--- config.mk ---
export PLATFORM = sky130hd
export DESIGN_NAME = pulse_gen_multi
export DESIGN_NICKNAME = d
export VERILOG_FILES = /design/src/rtl/pulse_gen_multi.sv
export SDC_FILE = /design/constraint.sdc
export NUM_CORES = 2
export LEC_CHECK = 0
export CORE_MARGIN = 10
export CORE_UTILIZATION = 32
export DETAILED_ROUTE_END_ITERATION = 10
export GPL_TIMING_DRIVEN = 0
export SYNTH_ARGS = -nofsm -noshare
export SYNTH_HDL_FRONTEND = slang
export SYNTH_SLANG_ARGS = --single-unit
--- constraint.sdc ---
create_clock -name clk -period 7.08 [get_ports clk]
set_clock_uncertainty 0.15 [all_clocks]
set_input_delay 1.77 -clock clk [delete_from_list [all_inputs] [get_ports clk]]
set_output_delay 1.77 -clock clk [all_outputs]
set_load 0.005 [all_outputs]
--- src/rtl/pulse_gen_multi.sv ---
// rtl/pulse_gen_multi.sv - multi-channel programmable delayed pulse generator
module pulse_gen_multi #(
  parameter int NCH     = 4,
  parameter int CW      = 32,
  parameter int DEF_PER = 400000,
  parameter int DEF_DLY = 200000,
  parameter int DEF_WID = 200001
) (
  input  logic              clk,
  input  logic              resetn,
  input  logic              en,
  input  logic [NCH-1:0]    trig,
  input  logic              cfg_we,
  input  logic [3:0]        cfg_ch,
  input  logic [1:0]        cfg_sel,
  input  logic [CW-1:0]     cfg_data,
  output logic [NCH-1:0]    pulse_out,
  output logic [NCH-1:0]    busy,
  output logic [NCH-1:0]    done
);

  typedef enum logic [1:0] {
    ST_IDLE = 2'd0,
    ST_RUN  = 2'd1,
    ST_HOLD = 2'd2
  } state_t;

  for (genvar i = 0; i < NCH; i++) begin : g_ch
    state_t        state_q, state_d;
    logic [CW-1:0] cnt_q, cnt_d;
    logic [CW-1:0] per_sh_q, per_sh_d;
    logic [CW-1:0] dly_sh_q, dly_sh_d;
    logic [CW-1:0] wid_sh_q, wid_sh_d;
    logic [1:0]    mode_sh_q, mode_sh_d;
    logic [CW-1:0] per_act_q, per_act_d;
    logic [CW-1:0] dly_act_q, dly_act_d;
    logic [CW-1:0] wid_act_q, wid_act_d;
    logic [1:0]    mode_act_q, mode_act_d;
    logic          pulse_q, pulse_d;
    logic          done_q, done_d;
    logic          wr_hit;
    logic          load_act;
    logic          in_win;

    // Shadow register writes; accepted in any state, only for this channel's index
    always_comb begin
      wr_hit    = cfg_we && (cfg_ch == 4'(i));
      per_sh_d  = per_sh_q;
      dly_sh_d  = dly_sh_q;
      wid_sh_d  = wid_sh_q;
      mode_sh_d = mode_sh_q;
      if (wr_hit) begin
        case (cfg_sel)
          2'd0:    per_sh_d  = cfg_data;
          2'd1:    dly_sh_d  = cfg_data;
          2'd2:    wid_sh_d  = cfg_data;
          default: mode_sh_d = cfg_data[1:0];
        endcase
      end
    end

    // Channel FSM, period counter, active-register reload and registered pulse level
    always_comb begin
      state_d    = state_q;
      cnt_d      = cnt_q;
      per_act_d  = per_act_q;
      dly_act_d  = dly_act_q;
      wid_act_d  = wid_act_q;
      mode_act_d = mode_act_q;
      done_d     = 1'b0;
      load_act   = 1'b0;
      // Subtraction only happens once count >= DLY, so no wrap-around is possible
      in_win     = (cnt_q >= dly_act_q) && ((cnt_q - dly_act_q) < wid_act_q);
      pulse_d    = mode_act_q[1];
      if (!en) begin
        state_d = ST_IDLE;
        cnt_d   = '0;
      end else begin
        case (state_q)
          ST_IDLE, ST_HOLD: begin
            if (trig[i]) begin
              state_d  = ST_RUN;
              cnt_d    = '0;
              load_act = 1'b1;
            end
          end
          ST_RUN: begin
            pulse_d = in_win ^ mode_act_q[1];
            if (cnt_q == per_act_q) begin
              cnt_d    = '0;
              load_act = 1'b1;
              if (mode_act_q[0]) begin
                state_d = ST_HOLD;
                done_d  = 1'b1;
              end
            end else begin
              cnt_d = cnt_q + {{(CW-1){1'b0}}, 1'b1};
            end
          end
          default: begin
            state_d = ST_IDLE;
            cnt_d   = '0;
          end
        endcase
      end
      // Shadow values read here are pre-write, so a same-cycle write waits a period
      if (load_act) begin
        per_act_d  = per_sh_q;
        dly_act_d  = dly_sh_q;
        wid_act_d  = wid_sh_q;
        mode_act_d = mode_sh_q;
      end
    end

    // State and configuration registers with asynchronous reset to defaults
    always_ff @(posedge clk or negedge resetn) begin
      if (!resetn) begin
        state_q    <= ST_IDLE;
        cnt_q      <= '0;
        per_sh_q   <= CW'(DEF_PER);
        dly_sh_q   <= CW'(DEF_DLY);
        wid_sh_q   <= CW'(DEF_WID);
        mode_sh_q  <= 2'b00;
        per_act_q  <= CW'(DEF_PER);
        dly_act_q  <= CW'(DEF_DLY);
        wid_act_q  <= CW'(DEF_WID);
        mode_act_q <= 2'b00;
        pulse_q    <= 1'b0;
        done_q     <= 1'b0;
      end else begin
        state_q    <= state_d;
        cnt_q      <= cnt_d;
        per_sh_q   <= per_sh_d;
        dly_sh_q   <= dly_sh_d;
        wid_sh_q   <= wid_sh_d;
        mode_sh_q  <= mode_sh_d;
        per_act_q  <= per_act_d;
        dly_act_q  <= dly_act_d;
        wid_act_q  <= wid_act_d;
        mode_act_q <= mode_act_d;
        pulse_q    <= pulse_d;
        done_q     <= done_d;
      end
    end

    assign pulse_out[i] = pulse_q;
    assign busy[i]      = (state_q == ST_RUN);
    assign done[i]      = done_q;
  end

endmodule
Word-level counts from Yosys, hierarchy flattened
Cells that the tools add are included.
{"block": "totals", "regBits": 928, "latch_bits": 0, "mem_bits_rw": 0, "mem_bits_ro": 0, "in_bits": 46, "memories": 0}
{"block": "classes", "addsub": 8, "n_mul": 0, "div_mod_pow": 0, "magnitude_cmp": 8, "eq_ne": 29, "n_shift": 0, "mux": 76, "n_bitwise": 5, "reduce_logical": 39}
{"cell": "$mux W32", "count": 12}
{"cell": "$pmux W32 S2", "count": 4}
{"cell": "$add A32 B1 Y32 const B", "count": 4}
{"cell": "$eq A32 B32 Y1", "count": 4}
{"cell": "$ge A32 B32 Y1", "count": 4}
{"cell": "$lt A32 B32 Y1", "count": 4}
{"cell": "$sub A32 B32 Y32", "count": 4}
{"cell": "$mux W1", "count": 36}
{"cell": "$mux W2", "count": 16}
{"cell": "$reduce_and A2 Y1", "count": 16}
{"cell": "$ne A3 B2 Y1 const B", "count": 8}
{"cell": "$pmux W2 S2", "count": 4}
{"cell": "$ne A3 B3 Y1 const B", "count": 4}
{"cell": "$reduce_and A3 Y1", "count": 4}
{"cell": "$eq A2 B1 Y1 const B", "count": 5}
{"cell": "$eq A2 B2 Y1 const B", "count": 5}
{"cell": "$logic_not A2 Y1", "count": 5}
{"cell": "$eq A4 B2 Y1 const B", "count": 2}
{"cell": "$logic_and A1 B1 Y1", "count": 8}
{"cell": "$pmux W1 S2", "count": 4}
{"cell": "$reduce_or A2 Y1", "count": 4}
{"cell": "$eq A4 B1 Y1 const B", "count": 1}
{"cell": "$logic_not A4 Y1", "count": 1}
{"cell": "$xor A1 B1 Y1", "count": 4}
{"cell": "2 further kinds", "count": 2}

Logic depth before layout (Yosys ltp)
{"block": "logic_depth", "ltp_word": 6, "mapped_depth": 22, "depth_no_buf": 22}

Worst setup path before layout
OpenSTA, ideal clock, no wires.
{"block": "synth_timing", "path_type": "register -> register", "from": "register g_ch[0].dly_act_q[6]", "to": "register g_ch[0].pulse_q", "arrival_ps": 4865, "path_slack_ps": 1986, "path_stages_with_launch": 20, "cell_sequence": "dfstp_2 inv_1 ha_1 or4_1 o22ai_2 o21ai_2 a2111oi_4 o311ai_1 a221o_1 and4_1 nor3_1 ha_1 and3_1 a221o_1 o21ai_0 nor2_1 a2111oi_0 o311ai_0 o41ai_1 xor2_1"}
{"block": "synth_via", "elab_chain_cells": 6, "elab_cells_between_ends": 7, "cone_classes": "1 x add/sub; 2 x order compare; 2 x mux; 1 x bitwise; 1 x reduce/logical"}
{"item": "start: declaration", "line_no": "36", "rtl": "logic [CW-1:0] dly_act_q, dly_act_d;"}
{"item": "start signal: assignment", "line_no": "125", "rtl": "dly_act_q <= CW'(DEF_DLY);"}
{"item": "start signal: assignment", "line_no": "138", "rtl": "dly_act_q <= dly_act_d;"}
{"item": "$sub A32 B32 Y32", "line_no": "73", "rtl": "in_win = (cnt_q >= dly_act_q) && ((cnt_q - dly_act_q) < wid_act_q);"}
{"item": "$lt A32 B32 Y1", "line_no": "73"}
{"item": "$logic_and A1 B1 Y1 (*)", "line_no": "73"}
{"item": "$xor A1 B1 Y1 (*)", "line_no": "88", "rtl": "pulse_d = in_win ^ mode_act_q[1];"}
{"item": "$mux W1 (*)", "line_no": "79", "rtl": "case (state_q)"}
{"item": "$mux W1 (*)", "line_no": "75", "rtl": "if (!en) begin"}
{"item": "net g_ch[0].pulse_d", "line_no": "39", "rtl": "logic pulse_q, pulse_d;"}
{"item": "end signal: assignment", "line_no": "141", "rtl": "pulse_q <= pulse_d;"}
{"item": "end: declaration", "line_no": "39"}
Mark *: on every way through the listed nets, which the timed path passes. The rest lies on a longest branch.
A chain may end at the register's enable or synchronous reset.

Worst setup path in the final report
{"block": "layout_timing", "from": "register g_ch[0].cnt_q[0]", "to": "register g_ch[0].pulse_q"}
{"block": "layout_via", "elab_chain_cells": 6, "elab_cells_between_ends": 7, "cone_classes": "1 x add/sub; 2 x order compare; 2 x mux; 1 x bitwise; 1 x reduce/logical"}
{"item": "start: declaration", "line_no": "30", "rtl": "logic [CW-1:0] cnt_q, cnt_d;"}
{"item": "start signal: assignment", "line_no": "132", "rtl": "cnt_q <= cnt_d;"}
{"item": "$sub A32 B32 Y32", "line_no": "73"}
{"item": "$lt A32 B32 Y1", "line_no": "73"}
{"item": "$logic_and A1 B1 Y1 (*)", "line_no": "73"}
{"item": "$xor A1 B1 Y1 (*)", "line_no": "88"}
{"item": "$mux W1 (*)", "line_no": "79"}
{"item": "$mux W1 (*)", "line_no": "75"}
{"item": "net g_ch[0].pulse_d", "line_no": "39"}
Marks and branches as above.

==> summary.md <==
| Metric | Value |
|---|---|
| Simple-gate area share of the yosys netlist | 0.08413 |
| Worst setup margin | 0.4520 ns |
| Sw Share | 0.2995 |
| Total of cells resized after clock tree synthesis | 0 |
| Slew at the pin closest to its max-slew limit | 1.431 ns |
| Clock transition time at the flip-flop clock pins of the worst setup and hold paths | 0.06 ns |
| Maximum clock frequency | about 0.15 GHz |
| Sequential-to-total area share from yosys stat | 0.4951 |
| Post-synth ARST share | 1.000 |
| Total clock buffers created by CTS | 100 |
| Count of input and output buffers | 54 |
| Core Rows | 141 |
| Worst setup slack after placement | between 0.15 and 0.2 ns |
| Average via count per standard cell | just under 5 |
| Crit share post-route | 0.9362 |
| Largest net degree at the start of global routing | around 130 |
| Biggest fanout along the worst timing path | 6 |
| Ratio of total power to cell area | between 300 and 400 nW/µm² |
| Combinational cell fraction of total power | 0.255 |
| Number of buffers inserted by hold repair at cts | 0 |
| Remaining global-route overflow | 0 |
| Area growth, synth to finish | 14.31% |
| Fraction of layout cells with a size suffix above 1 | 0.2466 |
| Main combinational cell family by area after synthesis | multiplexers |
| Clock Path Buffers | 3 |
| Number of standard cells after synthesis | a little over 4k |
| Compound-Gate Fraction of Synth Area | 0.07961 |
| Number of iterations in the first detailed-routing pass | 5 |
| Number of nets in the final layout | 4610 |
| Number of global-route vias before repair | 31.38k |
| Net switching component of the power | slightly below 5 mW |
| Post-synth cell types | 70 |
| Overall Power | 16.29 mW |
| Final core utilization | 0.3670 |
| Sequential power share | 0.403 |
| Routed WL per cell | 19.39 µm |
| Area share of fa/ha/maj cells after synthesis | 0.06942 |
| Initial cell density of the core | 0.3210 |
| Worst Hold Class | reg -> reg |
| Initial antenna violation count | 25 |
| Core area | 147300 µm² |
| Synth Register Bits | 928 |
| Library cell contributing the largest single delay on the critical path | o41ai_2 |
| Number of synthesized flops with an enable pin | 0 |
| Lkg Pwr | 25.37 nW |
| Result of the run | finished clean |
| Final setup TNS | 0 ns |
| Io pins | 58 |
| Multiplexer area fraction after synthesis | 0.1719 |
| Via count | 31.14k |
| Latest clock arrival within the worst-skew pair | roughly 0.70 ns |
| Final RePlAce weighted congestion | about 0.86 |
| Fin. max-slew vios | 0 |
| Leading register cell type out of synthesis | dfrtp_1 |
| Master cell of the clock root buffer | clkbuf_16 |
| Post-route ant nets | 0 |
| Power Internal | 11.41 mW |
| CP dominant cell by count | ha_1 |
| Power share of the clock group | 0.342 |
| Die Span Y | 404.4 µm |
| Setup repair after global routing missed its margin | false |
| Number of nets in the synthesized netlist | 4445 |
| Drt initial violations | 1988 |
| Warnings, synthesis | 0 |
| Final Critical Period | 6.628 ns |
| Synth Area per Inst | 11.43 µm² |
| HPWL after detailed placement | 87480 µm |
| Startpoint class of the critical path | flop |
| Largest stage delay on the critical path | 0.72 ns |
| Mapped Area | between 40000 and 50000 µm² |
| Number of remaining DRC errors | 0 |
| Floorplan die area | about 160000 µm² |
| IR drop worst, VDD | between 200 and 250 µV |
| Xor/xnor share of the synthesized area | 0.06186 |
| DIE WIDTH | between 400 and 500 µm |
| Hold violation count in the final report | 0 |
| Detailed-route wire length | about 120000 µm |
| Number of clock sinks | 928 |
| Crit path required time | about 7.5 ns |
| Kind of end point of the critical path | flop |
| Deepest level of the CTS H-tree | 3 |
| Max-slew headroom at the worst pin | 0.04627 |
| Final worst hold slack | 0.3204 ns |
| Arrival time at the worst endpoint | 7.00 ns |
| Maxcap violations | 0 |
| Critical setup path kind | reg -> reg |
| Global router's overall resource usage | 0.1479 |
| Wire length of the first global-routing pass | roughly 190000 µm |
| Number of setup violations in the final report | 0 |
| Clock tree from TritonCTS | yes |
| Cells traversed along the worst timing path | inv_1 > ha_1 > fa_1 > nor2b_1 > o31a_1 > o22ai_2 > o21ai_2 > a2111oi_4 > o311ai_1 > o211ai_1 > o31ai_1 > xnor2_1 > ha_1 > and3_1 > a221o_1 > o21ai_0 > nor2_1 > a2111oi_0 > o311ai_0 > o41ai_2 > xor2_1 |
| Post-CTS setup-driven buffer insertion count | 0 |
[cell type report]
type                            instances  area (µm²)
Fill cell                           14369       93250
Antenna cell                            9       22.52
Inverter                              303        1137
Multi-Input combinational cell       2741       22090
Buffer                                167       671.9
Tap cell                             1930        2415
Sequential cell                       928       23410
Clock buffer                          156        2993
Timing Repair Buffer                   63       793.3
Clock inverter                         34       525.5
[kinds of logic (layout without fill, tap and decap cells)]
kind of cell,count (synthesis),in the layout
simple gates,825,825
buf+inv,470,723
compound gates,600,600
xor+xnor,334,334
fa+ha+maj,260,260
mux,722,722
other cells,0,9
flops,928,928
[critical path: cells and delay by family, from the launching register on]
kind,cells,cell delay [ns]
AOI/OAI and AO/OA,12,4.02
adders and majority gates,3,0.91
and+or+nand+nor,3,0.47
DFF,1,0.46
xor gates and xnor gates,2,0.36
buffers and inverters,1,0.07
[cell usage in the layout (no fill, tap or decap), types with 12 or more instances in the layout]
| cell | Yosys | routed |
|---|---|---|
| dfstp_2 | 152 | 152 |
| nand2_1 | 211 | 211 |
| o21bai_1 | 17 | 17 |
| clkbuf_1 | 105 | 124 |
| xnor2_1 | 109 | 109 |
| o31ai_1 | 13 | 13 |
| a31oi_1 | 17 | 17 |
| buf_1 | 51 | 51 |
| o21ai_1 | 12 | 12 |
| clkbuf_16 | 0 | 100 |
| nor3_1 | 32 | 32 |
| nor2_1 | 239 | 239 |
| o21ai_0 | 164 | 164 |
| or3_1 | 21 | 21 |
| nand4_1 | 59 | 59 |
| clkinv_2 | 0 | 13 |
| nor2b_1 | 44 | 44 |
| and4_1 | 14 | 14 |
| dfrtp_1 | 776 | 776 |
| o21a_1 | 21 | 21 |
| o211ai_1 | 15 | 15 |
| inv_1 | 303 | 303 |
| a21o_1 | 92 | 92 |
| xor2_1 | 225 | 225 |
| ha_1 | 256 | 256 |
| nor4_1 | 43 | 43 |
| a211oi_1 | 12 | 12 |
| nand3_1 | 67 | 67 |
| clkbuf_8 | 0 | 28 |
| clkdlybuf4s50_1 | 0 | 53 |
| mux2_2 | 721 | 721 |
| a21oi_1 | 162 | 162 |
| nand2b_1 | 16 | 16 |
| and3_1 | 42 | 42 |
[synth_stat cells (42+ instances only)]
| cell type | count | area, µm² |
|---|---|---|
| ha_1 | 256 | 3203 |
| mux2_2 | 721 | 8119 |
| nand2_1 | 211 | 792.0 |
| nor2_1 | 239 | 897.1 |
| o21ai_0 | 164 | 820.8 |
| clkbuf_1 | 105 | 394.1 |
| a21o_1 | 92 | 690.7 |
| nand4_1 | 59 | 369.1 |
| a21oi_1 | 162 | 810.8 |
| nor2b_1 | 44 | 275.3 |
| xor2_1 | 225 | 1971 |
| nor4_1 | 43 | 269.0 |
| and3_1 | 42 | 262.8 |
| dfrtp_1 | 776 | 19420 |
| nand3_1 | 67 | 335.3 |
| dfstp_2 | 152 | 3994 |
| buf_1 | 51 | 191.4 |
| inv_1 | 303 | 1137 |
| xnor2_1 | 109 | 954.7 |
[through the flow]
stage,instances,instance area [µm²]
after detailed placement,6132,50510
final,6331,54060
after global placement,6123,50250
after CTS,6322,54030
after global routing,6323,54040
after floorplan,4139,47290
[sequential cells by signal, summed over array words and instances (netlist names)]
register / flops
g_ch.wid_sh_q: 128
g_ch.cnt_q: 128
g_ch.mode_sh_q: 8
g_ch.per_act_q: 128
g_ch.dly_act_q: 128
g_ch.per_sh_q: 128
g_ch.dly_sh_q: 128
g_ch.state_q: 8
g_ch.done_q: 4
g_ch.pulse_q: 4
g_ch.mode_act_q: 8
g_ch.wid_act_q: 128
[worst paths after layout]
check | from | to | slack [ns] | cells after the start
min reg2reg | g_ch[3].dly_sh_q[13] | g_ch[3].dly_act_q[13] | 0.32 | 2
min in group asynchronous | resetn | g_ch[2].dly_act_q[26] | 0.89 | 1
max in group asynchronous | resetn | g_ch[0].cnt_q[13] | 3.72 | 4
max | g_ch[0].cnt_q[0] | g_ch[0].pulse_q | 0.45 | 21
max reg2reg | g_ch[0].cnt_q[0] | g_ch[0].pulse_q | 0.45 | 21
min | g_ch[3].dly_sh_q[13] | g_ch[3].dly_act_q[13] | 0.32 | 2
[power groups by stage]
stage / Clock (mW) / Combinational (mW) / Sequential, mW
4_1_cts: 5.69 / 4.20 / 6.57
6_report: 5.57 / 4.16 / 6.56
2_1_floorplan: 0 / 3.06 / 6.52
5_1_grt: 5.90 / 4.72 / 6.66
3_5_place_dp: 0 / 4.16 / 6.66
3_3_place_gp: 0 / 4.05 / 6.67
[layer usage]
layer	up-vias	routed length [µm]	GRT usage
met5	-	27	0
met4	4	2622	0.03294
met3	158	6573	0.02333
met2	557	54310	0.2293
met1	15638	59220	0.2158
li1	14783	-	-
Note: power is estimated with default switching activity, not from simulation.
